**config.mk**
```make
export PLATFORM = sky130hd
export DESIGN_NAME = serial_adder
export DESIGN_NICKNAME = d
export VERILOG_FILES = /design/src/rtl/serial_adder_pkg.sv /design/src/rtl/full_adder.sv /design/src/rtl/serial_adder.sv
export SDC_FILE = /design/constraint.sdc
export NUM_CORES = 1
export LEC_CHECK = 0
export BUFFER_PORTS_ARGS = -buffer_cell sky130_fd_sc_hd__buf_2
export CAP_MARGIN = 20
export CORE_ASPECT_RATIO = 1.1
export CORE_MARGIN = 2
export CORE_UTILIZATION = 50
export CTS_BUF_LIST = sky130_fd_sc_hd__clkbuf_16
export CTS_CLUSTER_DIAMETER = 80
export DETAILED_ROUTE_END_ITERATION = 12
export GPL_TIMING_DRIVEN = 1
export PLACE_DENSITY_LB_ADDON = 0.08
export SETUP_SLACK_MARGIN = 0.4
export SYNTH_ARGS = -nofsm -noshare
export SYNTH_HDL_FRONTEND = slang
export SYNTH_SLANG_ARGS = --single-unit
```
**constraint.sdc**
```tcl
create_clock -name clk -period 2.5 [get_ports clk]
set_clock_uncertainty 0.2 [all_clocks]
set_input_delay 0 -clock clk [delete_from_list [all_inputs] [get_ports clk]]
set_output_delay 0 -clock clk [all_outputs]
set_load 0.02 [all_outputs]
```
**src/rtl/serial_adder_pkg.sv**
```systemverilog
// Shared constants for the bit-serial adder: FSM state encoding and default width.
package serial_adder_pkg;

  localparam int DEFAULT_WIDTH = 8;

  localparam logic [1:0] IDLE = 2'b00;
  localparam logic [1:0] RUN  = 2'b01;
  localparam logic [1:0] DONE = 2'b10;

endpackage

```
**src/rtl/full_adder.sv**
```systemverilog
// One-bit full adder; the only datapath logic of the serial adder.
module full_adder (
  input  logic a,
  input  logic b,
  input  logic ci,
  output logic s,
  output logic co
);

  assign s  = a ^ b ^ ci;
  assign co = (a & b) | (a & ci) | (b & ci);

endmodule

```
**src/rtl/serial_adder.sv**
```systemverilog
// Bit-serial WIDTH-bit adder: one operand bit pair per clock through a single
// full adder, LSB first, with the carry held in a flip-flop between bits.
module serial_adder
  import serial_adder_pkg::*;
#(
  parameter int WIDTH = DEFAULT_WIDTH
) (
  input  logic             clk,
  input  logic             rst_n,
  input  logic             start,
  input  logic [WIDTH-1:0] a,
  input  logic [WIDTH-1:0] b,
  input  logic             cin,
  output logic             busy,
  output logic             done,
  output logic [WIDTH-1:0] sum,
  output logic             cout,
  output logic [1:0]       dbg_state
);

  localparam int CNT_W = $clog2(WIDTH);
  localparam logic [CNT_W-1:0] LAST = CNT_W'(WIDTH - 1);

  logic [1:0]       state;
  logic [WIDTH-1:0] a_sh;
  logic [WIDTH-1:0] b_sh;
  logic [WIDTH-1:0] s_sh;
  logic             carry;
  logic [CNT_W-1:0] cnt;
  logic             fa_s;
  logic             fa_co;

  full_adder u_fa (
    .a  (a_sh[0]),
    .b  (b_sh[0]),
    .ci (carry),
    .s  (fa_s),
    .co (fa_co)
  );

  always_ff @(posedge clk or negedge rst_n) begin
    if (!rst_n) begin
      state <= IDLE;
      a_sh  <= '0;
      b_sh  <= '0;
      s_sh  <= '0;
      carry <= 1'b0;
      cnt   <= '0;
      sum   <= '0;
      cout  <= 1'b0;
    end else begin
      case (state)
        IDLE: begin
          if (start) begin
            a_sh  <= a;
            b_sh  <= b;
            carry <= cin;
            cnt   <= '0;
            state <= RUN;
          end
        end
        RUN: begin
          a_sh  <= a_sh >> 1;
          b_sh  <= b_sh >> 1;
          s_sh  <= {fa_s, s_sh[WIDTH-1:1]};
          carry <= fa_co;
          if (cnt == LAST) begin
            // Final bit: the adder output completes the result directly.
            sum   <= {fa_s, s_sh[WIDTH-1:1]};
            cout  <= fa_co;
            cnt   <= '0;
            state <= DONE;
          end else begin
            cnt <= cnt + 1'b1;
          end
        end
        DONE:    state <= IDLE;
        default: state <= IDLE;
      endcase
    end
  end

  assign busy      = (state == RUN);
  assign done      = (state == DONE);
  assign dbg_state = state;

endmodule
```
-- After elaboration in Yosys (flattened, before gate mapping)
Index checks and enable logic that the tools add are counted.
- add/subtract/negate cells: 1
- multiply operators: 0
- div/mod/pow operators: 0
- magnitude comparators: 0
- equality and inequality tests: 5
- shift operators: 0
- mux-type cells: 12
- bitwise operators: 7
- reductions and logical operators: 5
- operators by type and width (operator ; count):
    $pmux W8 S2 ; 2
    $mux W8 ; 2
    $mux W3 ; 2
    $pmux W3 S2 ; 1
    $reduce_and A2 Y1 ; 3
    $mux W2 ; 2
    $pmux W2 S2 ; 1
    $add A3 B1 Y3 const B ; 1
    $and A1 B1 Y1 ; 3
    $eq A3 B3 Y1 const B ; 1
    $eq A2 B1 Y1 const B ; 1
    $eq A2 B2 Y1 const B ; 1
    $logic_not A2 Y1 ; 1
    $ne A2 B1 Y1 const B ; 1
    $ne A2 B2 Y1 const B ; 1
    $or A1 B1 Y1 ; 2
    $pmux W1 S2 ; 1
    $reduce_bool A2 Y1 ; 1
    $xor A1 B1 Y1 ; 2
    $mux W1 ; 1
- flip-flop bits (word level): 39
- latch bits: 0
- bits in writable memories: 0
- bits in read-only memories: 0
- input port bits: 20
- output and inout bits: 13
- logic and storage cells: 38
- memories kept: 0

-- Depth between registers and ports, before layout
- word-level depth: 4
- depth in mapped cells: 6
- gate-level depth less buffers: 5

-- By module
From an unflattened synthesis, not the netlist that was laid out.
- cells, all modules: 152
- area total of the unflattened synthesis: 1699.1 um2
- by module, submodules not included (module ; instances ; cells an instance ; area each (um2) ; seq. area each (um2)):
    serial_adder ; 1 ; 151 ; 1679.1 ; 950.9
    full_adder ; 1 ; 1 ; 20.0 ; 0.0

-- Least setup slack after synthesis
Ideal clock, no wire load.
- kind: register -> register
- start point: register state[1] (netlist: dbg_state[1])
- end point: register cout
- library setup time: 0.125 ns
- data arrival time: 1.252 ns
- required time: 2.175 ns
- setup slack: 0.923 ns
- stages on the path, launching flop included: 6
- buffers on the path: 1
- period minus slack after synthesis: 1.577 ns
- path through: dfrtp_1 > nand2b_1 > buf_6 > inv_8 > nand2_8 > mux2_4
- cells in the longest elaborated chain, start to end: 2
- RTL lines (item ; line ; RTL):
    from (decl) ; serial_adder.sv:24 ; logic [1:0] state;
    from (signal assigned) ; serial_adder.sv:43 ; state <= IDLE;
    from (signal assigned) ; serial_adder.sv:59 ; state <= RUN;
    from (signal assigned) ; serial_adder.sv:72 ; state <= DONE;
    $eq A2 B1 Y1 ; serial_adder.sv:52 ; case (state)
    $reduce_and A2 Y1 (no line) ; -- ;
    to (signal assigned) ; serial_adder.sv:70 ; cout <= fa_co;
    to (decl) ; serial_adder.sv:17 ; output logic cout,
Every way passes these cells.
A chain may end at the register's enable or synchronous reset.

-- Final worst setup path
- start point: register state[1] (netlist: dbg_state[1])
- end point: output port done
- cells in the longest elaborated chain, start to end: 1
- RTL lines (item ; line ; RTL):
    $eq A2 B2 Y1 ; serial_adder.sv:84 ; assign done = (state == DONE);
    to (decl) ; serial_adder.sv:15 ; output logic done,
Every way passes these cells.

==> metrics.yaml <==
outcome:
  outcome: "completed"
logic_synthesis:
  ys.flop_type: "dfrtp_1"
  synth.cell_area_um2: 1740
  yosys_warnings: 0
  synth_most_common_cell: "dfrtp_1"
  synth_edf_count: 0
  muxShareOfSynthArea_pct: 8.36
  yosysUniqueCellTypes: 24
  ys_seq_area_share_pct: 54.8
  netlist.area_leader.share_pct: 54.8
  synth-compound-area-share_pct: 11.0
  synthArstFlopShare_pct: 100
  synth_seq_cells: 38
  synth_xor_area_share_pct: 0
  yosys-top-cells-area: "dfrtp_1, nor3_1, mux2_4"
  synth-adder-area-share_pct: 2.59
  synth_top_family_by_area: "simple AND/OR/NAND/NOR gates"
  yosysTopAreaCell: "dfrtp_1"
  yosys-top-cells-count: "dfrtp_1, nor3_1, nand2_1"
  syn_inst: 160
  synth_nets: 183
  syn_area_per_cell_um2: 10.9
  yosys.area_share.simple_pct: 17.9
clock_tree:
  cts_tree: "yes"
  clock_tree.buffer_depth: 2
  root_buffer: "clkbuf_16"
  numCtsBuffers: 5
  clk_pin_slew_ps: 60
  ctsResizeCount: 0
  cts.sinks: 38
  h-tree-depth: 2
  clkLatencyLatePin_ps: 280
pwr:
  vdd_ir_drop_max_mv: 0.621
  p_per_area_nw_per_um2: 1230
  p_leak_nw: 1.06
finish:
  diodes: 0
  final.fill_count: 264
  fin_nets: 232
  synthToLayoutAreaGrowth_pct: 28.5
  drive_gt1_share_pct: 25.2
route:
  viasPerCell: 5.25
  wl_per_cell_um: 13.4
  wl_met2_mm: 1.66
  wl_met1_mm: 1.60
  top_layer: "met4"
  first_pass_iters: 4
  via_count: 1355
  ant_nets: 0
  drt_iter0_markers: 48
  drc: 0
  totalWireLength_mm: 3.46
  wl_met3_um: 141
grt:
  grt_overflow: 0
  grt_max_degree: 39
  antenna_found_initial: 0
  grt_pass1_wl_mm: 5.96
  grt_pass1_vias: 1352
  track_usage_pct: 20.0
timing:
  setup_ws_ps: 669
  relSlewSlack_pct: 44.0
  whs_ps: 172
  hold_viol_final: 0
  final_max_slew_viol_count: 0
  post-route-period-util_pct: 73.2
  tightest_slew_ps: 840
  rsz0062_at_grt: "false"
  timing.setup.tns_ps: 0
  min_period_ps: 1830
  setup_viol: 0
  max_freq_mhz: 546
floorplan:
  die_y_um: 65.8
  num_rows: 22
  ioPinCount: 33
  start_util_pct: 52.1
  die_w_um: 60.2
  die-area_um2: 3960
  fp.coreArea_um2: 3330
placement:
  dp_hpwl_mm: 2.25
  place_ws_ps: 819
  gp_congestion: 0.741
  portBuffers: 32
worst_hold_path:
  hp-class: "in2async"
worst_setup_path:
  ff2ff_setup_slack_ps: 810
  cp.arrival_ps: 1630
  endpoint_kind: "output port"
  cp_top_family: "buffers and inverters"
  criticalPathCategory: "reg2out"
  critPathBufInv: 2
  crit_path_max_incr_delay_ps: 470
  crit_chain: "clkinv_1 > nor2_1 > buf_2"
  cp.required_ps: 2300
  critPathMaxFanout: 17
  worstSetupStartpointType: "register"
  slowest_stage: "dfrtp_1"
flow_run:
  maxCapViolCount: 0
cells by family after synthesis:
| logic type | Yosys count |
|---|---|
| flip-flops | 38 |
| AND/OR/NAND/NOR | 66 |
| buffers and inverters | 15 |
| adder cells (fa/ha/maj) | 3 |
| AO/OA/AOI/OAI | 28 |
| multiplexers | 10 |
routing by layer:
metal	GRT usage, %	up-vias
li1	-	666
met1	25.8	642
met2	33.0	39
met3	4.11	8
met4	6.67	0
met5	0	-
path summary, 6_finish.rpt:
| check | from | end | cells past startpoint |
|---|---|---|---|
| min in group clk | s_sh[1]$_DFFE_PN0N_ | s_sh[1]$_DFFE_PN0N_ | 2 |
| hold reg to reg | s_sh[1]$_DFFE_PN0N_ | s_sh[1]$_DFFE_PN0N_ | 2 |
| max in group asynchronous | rst_n | a_sh[0]$_DFFE_PN0P_ | 2 |
| setup / recovery | dbg_state[1]$_DFFE_PN0P_ | done | 3 |
| hold / removal | rst_n | cout$_DFFE_PN0P_ | 2 |
| setup reg to reg | dbg_state[1]$_DFFE_PN0P_ | b_sh[4]$_DFFE_PN0P_ | 3 |
state kept, by name, indices dropped and copies added, names as in the netlist:
signal     count
carry          1
cout           1
a_sh           8
sum            8
b_sh           8
dbg_state      2
cnt            3
s_sh           7
cell usage in the layout, fill, tap and decap left out, drive strengths merged:
| master | n |
|---|---|
| ha | 2 |
| o21ai | 4 |
| a21o | 1 |
| o22ai | 15 |
| mux2 | 9 |
| mux2i | 1 |
| nand2 | 25 |
| dfrtp | 38 |
| a22o | 2 |
| o32ai | 6 |
| clkinvlp | 1 |
| fa | 1 |
| or2 | 1 |
| nor3 | 28 |
| buf | 34 |
| nand2b | 2 |
| nor2 | 9 |
| and2b | 1 |
| inv | 3 |
| clkinv | 3 |
| dlygate4sd3 | 19 |
| clkbuf | 5 |
through the flow:
step / std cells / power, mW / utilization [%] / area, um2
floorplan: 160 / 1.91 / - / 1740
global placement: 231 / 2.10 / 57.1 / 1900
detailed placement: 231 / 2.14 / 57.1 / 1900
CTS: 258 / 2.77 / 67.0 / 2230
global route: 258 / 2.95 / 67.0 / 2230
finish: 258 / 2.74 / 67.0 / 2230
power by group:
group	internal [mW]	switching, mW
sequential	0.904	0.215
clock	0.363	0.232
combinational	0.471	0.559
area by class of cell:
class / count / area (um2) / area share [%]
clock buffer: 5 / 125 / 5.61
multi-input combinational: 107 / 692 / 31.0
inverter: 4 / 22.5 / 1.01
timing repair buffer: 53 / 365 / 16.4
clock inverter: 3 / 16.3 / 0.729
tap: 48 / 60.1 / 2.69
sequential: 38 / 951 / 42.6
timing repair:
action	4_1_cts	5_1_grt
hold endpoints to repair	56	0
setup buffers	0	0
hold buffers	19	0
No activity file was read; power rests on OpenSTA's default activity.
